**src/rtl/alu_md.sv**
```systemverilog
// alu_md: execute-stage ALU with an iterative multiply/divide unit and HI/LO registers
module alu_md #(
  parameter int WIDTH = 32
) (
  input  logic             clk,
  input  logic             reset,
  input  logic [WIDTH-1:0] SrcAE,
  input  logic [WIDTH-1:0] SrcBE,
  input  logic [3:0]       ALUControlE,
  input  logic [2:0]       MDControlE,
  input  logic             StartE,
  output logic [WIDTH-1:0] ALUOutE,
  output logic             ZeroE,
  output logic [WIDTH-1:0] HiE,
  output logic [WIDTH-1:0] LoE,
  output logic             BusyE
);
  localparam int SH = $clog2(WIDTH);
  typedef enum logic [1:0] {IDLE, MUL, DIV} state_t;
  state_t state_q, state_d;
  logic [SH-1:0] cnt_q, cnt_d;
  logic [2*WIDTH-1:0] acc_q, acc_d;
  logic [WIDTH-1:0] a_q, a_d, b_q, b_d, hi_q, hi_d, lo_q, lo_d;
  logic neg_q, neg_d, sa_q, sa_d;
  logic is_signed, is_mul, is_div, accept, last;
  logic [SH-1:0] shamt;
  logic [WIDTH-1:0] a_mag, b_mag, quo, rem;
  logic [WIDTH:0] mul_sum, rem_sh, rem_sub;
  logic [2*WIDTH-1:0] mul_nxt, div_nxt, prod;

  always_comb begin
    shamt = SrcBE[SH-1:0];
    case (ALUControlE)
      4'b0000: ALUOutE = SrcAE & SrcBE;
      4'b0001: ALUOutE = SrcAE << shamt;
      4'b0010: ALUOutE = SrcAE | SrcBE;
      4'b0011: ALUOutE = $signed(SrcAE) >>> shamt;
      4'b0100: ALUOutE = SrcAE + SrcBE;
      4'b0101: ALUOutE = SrcAE >> shamt;
      4'b0110: ALUOutE = SrcAE ^ SrcBE;
      4'b0111: ALUOutE = hi_q;
      4'b1000: ALUOutE = WIDTH'(SrcAE < SrcBE);
      4'b1001: ALUOutE = lo_q;
      4'b1010: ALUOutE = ~(SrcAE | SrcBE);
      4'b1100: ALUOutE = SrcAE - SrcBE;
      4'b1101: ALUOutE = SrcBE << (WIDTH / 2);
      4'b1110: ALUOutE = WIDTH'($signed(SrcAE) < $signed(SrcBE));
      default: ALUOutE = '0;
    endcase
    ZeroE = ALUOutE == '0;
    HiE = hi_q;
    LoE = lo_q;
    BusyE = state_q != IDLE;
  end

  // one shift-add (mul) or restore-subtract (div) step per busy cycle
  always_comb begin
    is_signed = MDControlE == 3'b001 || MDControlE == 3'b011;
    is_mul = MDControlE == 3'b001 || MDControlE == 3'b010;
    is_div = MDControlE == 3'b011 || MDControlE == 3'b100;
    accept = StartE && state_q == IDLE && MDControlE != 3'b000 && MDControlE != 3'b111;
    a_mag = is_signed && SrcAE[WIDTH-1] ? -SrcAE : SrcAE;
    b_mag = is_signed && SrcBE[WIDTH-1] ? -SrcBE : SrcBE;
    last = cnt_q == SH'(WIDTH - 1);
    mul_sum = {1'b0, acc_q[2*WIDTH-1:WIDTH]} + (acc_q[0] ? {1'b0, b_q} : '0);
    mul_nxt = {mul_sum, acc_q[WIDTH-1:1]};
    prod = neg_q ? -mul_nxt : mul_nxt;
    rem_sh = acc_q[2*WIDTH-1:WIDTH-1];
    rem_sub = rem_sh - {1'b0, b_q};
    div_nxt = rem_sub[WIDTH] ? {rem_sh[WIDTH-1:0], acc_q[WIDTH-2:0], 1'b0}
                             : {rem_sub[WIDTH-1:0], acc_q[WIDTH-2:0], 1'b1};
    quo = div_nxt[WIDTH-1:0];
    rem = div_nxt[2*WIDTH-1:WIDTH];
    state_d = state_q;
    cnt_d = state_q == IDLE ? '0 : cnt_q + 1'b1;
    acc_d = acc_q;
    a_d = a_q;
    b_d = b_q;
    neg_d = neg_q;
    sa_d = sa_q;
    hi_d = hi_q;
    lo_d = lo_q;
    if (accept) begin
      state_d = is_mul ? MUL : is_div ? DIV : IDLE;
      b_d = is_mul ? a_mag : b_mag;
      acc_d = {{WIDTH{1'b0}}, is_mul ? b_mag : a_mag};
      a_d = SrcAE;
      neg_d = is_signed && (SrcAE[WIDTH-1] ^ SrcBE[WIDTH-1]);
      sa_d = is_signed && SrcAE[WIDTH-1];
      hi_d = MDControlE == 3'b101 ? SrcAE : hi_q;
      lo_d = MDControlE == 3'b110 ? SrcAE : lo_q;
    end else if (state_q == MUL) begin
      acc_d = mul_nxt;
      if (last) begin
        state_d = IDLE;
        {hi_d, lo_d} = prod;
      end
    end else if (state_q == DIV) begin
      acc_d = div_nxt;
      if (last) begin
        state_d = IDLE;
        hi_d = b_q == '0 ? a_q : sa_q ? -rem : rem;
        lo_d = b_q == '0 ? '1 : neg_q ? -quo : quo;
      end
    end
  end

  always_ff @(posedge clk) begin
    if (reset) begin
      state_q <= IDLE;
      cnt_q <= '0;
      acc_q <= '0;
      a_q <= '0;
      b_q <= '0;
      neg_q <= 1'b0;
      sa_q <= 1'b0;
      hi_q <= '0;
      lo_q <= '0;
    end else begin
      state_q <= state_d;
      cnt_q <= cnt_d;
      acc_q <= acc_d;
      a_q <= a_d;
      b_q <= b_d;
      neg_q <= neg_d;
      sa_q <= sa_d;
      hi_q <= hi_d;
      lo_q <= lo_d;
    end
  end
endmodule

```
**config.mk**
```make
export PLATFORM = sky130hd
export DESIGN_NAME = alu_md
export DESIGN_NICKNAME = d
export VERILOG_FILES = /design/src/rtl/alu_md.sv
export SDC_FILE = /design/constraint.sdc
export NUM_CORES = 2
export LEC_CHECK = 0
export BUFFER_PORTS_ARGS = -buffer_cell sky130_fd_sc_hd__buf_2
export CAP_MARGIN = 25
export CORE_UTILIZATION = 35
export CTS_CLUSTER_DIAMETER = 150
export DETAILED_ROUTE_END_ITERATION = 10
export HOLD_SLACK_MARGIN = 0.05
export MAX_ROUTING_LAYER = met4
export PLACE_DENSITY = 0.54
export SLEW_MARGIN = 20
export SYNTH_ARGS = -nofsm -noshare
export SYNTH_HDL_FRONTEND = slang
export SYNTH_SLANG_ARGS = --single-unit
```
**constraint.sdc**
```tcl
create_clock -name clk -period 19.13 [get_ports clk]
set_clock_uncertainty 0.05 [all_clocks]
set_input_delay 1.913 -clock clk [delete_from_list [all_inputs] [get_ports clk]]
set_output_delay 1.913 -clock clk [all_outputs]
set_load 0.02 [all_outputs]
```
## Word-level counts from Yosys, hierarchy flattened

Index checks and enable logic that the tools add are counted.

- Order comparisons: 2
- Equal/unequal tests: 27
- Add/sub/neg operators: 10
- Bitwise operators: 5
- Reductions and logical operators: 21
- Multiplexer cells: 33
- Shifts and indexed selects: 3

Operator list:

| operator | number |
|---|---|
| $mux W32 | 22 |
| $pmux W32 S14 | 1 |
| $mux W64 | 4 |
| $neg A32 Y32 | 4 |
| $logic_not A32 Y1 | 2 |
| $lt A32 B32 Y1 | 2 |
| $neg A64 Y64 | 1 |
| $add A32 B32 Y33 | 1 |
| $sub A33 B32 Y33 | 1 |
| $add A32 B32 Y32 | 1 |
| $and A32 B32 Y32 | 1 |
| $not A32 Y32 | 1 |
| $or A32 B32 Y32 | 1 |
| $shl A32 B5 Y32 | 1 |
| $shr A32 B5 Y32 | 1 |
| $sshr A32 B5 Y32 | 1 |
| $sub A32 B32 Y32 | 1 |
| $xor A32 B32 Y32 | 1 |
| $eq A4 B4 Y1 const B | 6 |
| $eq A4 B3 Y1 const B | 4 |
| $mux W2 | 6 |
| $eq A3 B3 Y1 const B | 3 |
| $ne A3 B3 Y1 const B | 3 |
| $eq A4 B2 Y1 const B | 2 |
| 17 further kinds | 30 |

- Logic and storage cells: 111
- Register bits: 201
- Output and inout port bits: 98
- Input bits: 74

## Longest topological paths before layout

- Word-level depth: 9
- Depth in mapped cells: 27
- Gate-level depth less buffers: 23

## Least setup slack after synthesis

Ideal clock, no wire load.

- Kind: input-to-output
- Start point: input SrcBE[2]
- End point: output ZeroE
- Required time: 17.167 ns
- Cell stages on the path: 19
- Buffers on the path: 5
- Path slack: 9.571 ns
- Data arrival time: 7.596 ns
- Cell sequence: inv_2 buf_1 clkbuf_1 buf_1 clkbuf_1 ha_1 clkbuf_1 nand2b_1 a221o_1 a2111oi_0 nor4_1 o311a_1 o41ai_1 nand2_1 a311oi_1 o21ai_0 nor4b_1 nand4_1 nor4_1

- Elaborated cells on any way between the ends: 13
- Classes of those cells: 2 x add/sub; 2 x order compare; 3 x shift; 1 x mux; 4 x bitwise; 1 x reduce/logical

RTL lines:

| what | RTL line | RTL |
|---|---|---|
| start: declaration | 8 | `input logic [WIDTH-1:0] SrcBE,` |
| $sub A32 B32 Y32, or another cell as far along | 45 | `4'b1100: ALUOutE = SrcAE - SrcBE;` |
| $pmux W32 S14 (*) | 33 | `case (ALUControlE)` |
| named net ALUOutE[24] | 12 | `output logic [WIDTH-1:0] ALUOutE,` |
| $logic_not A32 Y1 (*) | 50 | `ZeroE = ALUOutE == '0;` |
| end: declaration | 13 | `output logic ZeroE,` |

The timed path passes the listed nets; every way through them passes the cells marked *.

## Final worst setup path

- Start point: input SrcBE[2]
- End point: output ZeroE

- Cells in the longest elaborated chain, start to end: 4
- Elaborated cells on any way between the ends: 13
- Classes of those cells: 2 x add/sub; 2 x order compare; 3 x shift; 1 x mux; 4 x bitwise; 1 x reduce/logical

RTL lines:

| what | RTL line |
|---|---|
| parallel branches: the longest is 2 deep, another holds $sub A32 B32 Y32 | -- |
| $pmux W32 S14 (*) | 33 |
| $logic_not A32 Y1 (*) | 50 |

Mark *: on every way between the ends.

==> results.md <==
- Crit path kind: in -> out
- Met2 routed WL: 60900 um
- Chip Height: 284 um
- Post-route ant nets: 0
- Period utilization: 52.4%
- MaxCap Viol Count: 0
- CP delay by family, top: compound AO/OA/AOI/OAI gates
- RSZ-0062 raised after global routing: false
- PD cells: 68.8 mW/mm^2
- Buf/Inv on CP: 6
- Core ar.: 0.0780 mm^2
- Pre-antenna DRT Iters: 6
- Most common cell after layout, fill and taps aside: nor2_1
- Pleak: 11.5 nW
- Root buf cell: clkbuf_16
- Status: complete, no violations
- Share of cells above drive strength 1: 10.8%
- #FFs+latches synth: 201
- Cts bufs inserted: 23
- Critical Path, Cell by Cell: buf_2 > buf_4 > inv_2 > buf_4 > ha_1 > o21ai_0 > o21ai_0 > a2111oi_1 > clkdlybuf4s18_2 > o31ai_1 > a31o_2 > a221o_1 > a2111oi_0 > o2111ai_1 > nor4_1 > nand4_1 > nor4_1 > buf_2
- Minimum clock period: 10020 ps
- DR WL met3: 9910 um
- Routability Congestion: 1.03
- Total Wirelength: 134000 um
- Mapped Area: 0.0278 mm^2
- Number of synthesized flops with an enable pin: 0
- Place WS: 9380 ps
- Yosys cell types: 98
- Sink Count: 201
- Setup TNS: 0 ps
- Top_reg_cell synth: dfxtp_1
- Max VDD drop: 0.0794 mV
- FP Rows: 102
- Worst Tran Pin Value: 1140 ps
- Post-Route M1 WL: 56200 um
- Critical path arrival: 8060 ps
- Congestion Overflow GR: 0
- Slowest stage cell, crit path: a2111oi_0
- Cts repair resizes: 0
- Syn nets: 4226
- Crit. End Element: primary output
- Top Metal Used: met4
- Most frequent cells in the layout: nor2_1 (482), nand2_1 (421), a21oi_1 (325)
- CTS clk-pin slew, worst paths: 60 ps
- GRT Overall Usage: 32.7%
- Max Buffers Root-to-Sink: 3
- Worst path required time: 17170 ps
- Area Overhead vs Synth: 8.24%
- Layout fillers: 8402
- Io pins: 172
- Post-synthesis sequential area ratio: 14.5%
- Antenna violations before repair: 3
- Final core occ: 38.6%
- Die footprint: 0.0805 mm^2
- Hold Crit Class: reg -> reg
- Fin worst setup slack: 9110 ps
- Vias in the first global route: 28600
- Post-Synthesis Cells: 3967
- Drt initial violations: 4033
- Critical path fanouts, max: 62
- Asr flop ratio synth: 0%
- CP peak stage delay: 820 ps
- Wire per inst: 27.2 um
- Cell area after layout: 0.0301 mm^2
- Synth warn: 0
- Vias: 31400
- DPL Wire Length: 104000 um
- Max Slew Vio Count: 0
- Hold_buf cts: 0
- Syn avg cell area: 7.01 um^2
- H-tree levels: 1
- Via-to-Cell Ratio: 6.37
- Post-CTS Setup Bufs: 0
- Pin count of the biggest net entering global routing: 139
- WHS: 407 ps
- Setup-failing EPs final: 0
- Horiz. Die Dim: 284 um
- Initial core utilization: 35.6%
- Port buffer count: 171
- Skew-Pair Late Insertion Delay: 550 ps
- Placed inst area: 0.0292 mm^2
- Fmax: 99.8 MHz
- Hold Violations, Final: 0
- Critical Path Start Type: input pin
- DRC: 0
- TritonCTS clock tree: built
- First-pass GRT wire length: 196000 um
- Final nets: 4138
- Worst slew margin: 23.9%
-- per-layer routing --
| layer | global-route usage (%) | up-vias |
|---|---|---|
| li1 | - | 14400 |
| met1 | 42.0 | 15200 |
| met2 | 51.2 | 1525 |
| met3 | 3.36 | 282 |
| met4 | 15.4 | 0 |
| met5 | - | - |
-- sequential cells by signal (all words and copies together), names as in the netlist --
register	flops
acc_q	64
HiE	32
LoE	32
a_q	32
b_q	32
cnt_q	5
state_q	2
neg_q	1
sa_q	1
-- kinds of logic after synthesis --
family	Yosys count	share of synthesized area, %
and+or+nand+nor	1398	23.2
AOI/OAI and AO/OA	1271	30.8
buffers and inverters	527	7.22
xor gates and xnor gates	235	7.41
DFF	201	14.5
adders and majority gates	185	8.44
muxes	150	8.51
-- synthesized netlist by cell type, types with 39 or more instances --
cell	instances	share of area [%]
a211oi_1	54	1.5
a21oi_1	325	5.9
a221oi_1	44	1.4
a311oi_1	61	1.9
a31oi_1	45	1.0
buf_1	40	0.54
clkbuf_1	293	4.0
dfxtp_1	201	14
ha_1	181	8.1
inv_1	179	2.4
mux2i_1	71	2.6
mux4_2	68	5.5
nand2_1	421	5.7
nand2b_1	40	0.90
nand3_1	74	1.3
nor2_1	485	6.5
nor3_1	111	2.0
nor4_1	39	0.88
o211ai_1	85	2.3
o21ai_0	255	4.6
o221ai_1	48	1.5
o31ai_1	41	1.1
xnor2_1	185	5.8
xor2_1	50	1.6
-- through the flow --
stage               total power (W)  std cells
finish                      0.00207       4938
global route                0.00217       4938
CTS                         0.00205       4936
detailed placement          0.00154       4894
global placement            0.00154       4890
floorplan                   0.00121       3967
-- tightest hold or removal path, delay by kind of cell (launching register included) --
kind	cells	cell delay (ps)
DFF	1	310
and+or+nand+nor	1	50
AOI/OAI and AO/OA	1	50
-- path summary, 6_finish.rpt --
check | startpoint | endpoint | slack [ps] | cells after the start
setup / recovery | SrcBE[2] | ZeroE | 9110 | 18
hold / removal | a_q[13]$_SDFFE_PP0P_ | a_q[13]$_SDFFE_PP0P_ | 410 | 2
setup reg to reg | b_q[31]$_SDFFE_PP0P_ | HiE[18]$_SDFFE_PP0P_ | 12100 | 24
hold reg to reg | a_q[13]$_SDFFE_PP0P_ | a_q[13]$_SDFFE_PP0P_ | 410 | 2
-- area by class of cell --
cell class	count	area [um^2]	share of cell area [%]
timing repair buffer	231	1350	4.48
clock buffer	28	624	2.08
clock inverter	14	219	0.728
inverter	183	687	2.28
antenna	2	5.00	0.0166
sequential	201	4030	13.4
multi-input combinational	3239	21900	72.7
tap	1040	1300	4.33
-- where the power goes --
group | internal, W | switching (W) | total (W)
Sequential | 0.000453 | 0.0000637 | 0.000517
Clock | 0.000303 | 0.000207 | 0.000510
Combinational | 0.000358 | 0.000686 | 0.00104
Total | 0.00111 | 0.000957 | 0.00207
Note: power is estimated with default switching activity, not from simulation.
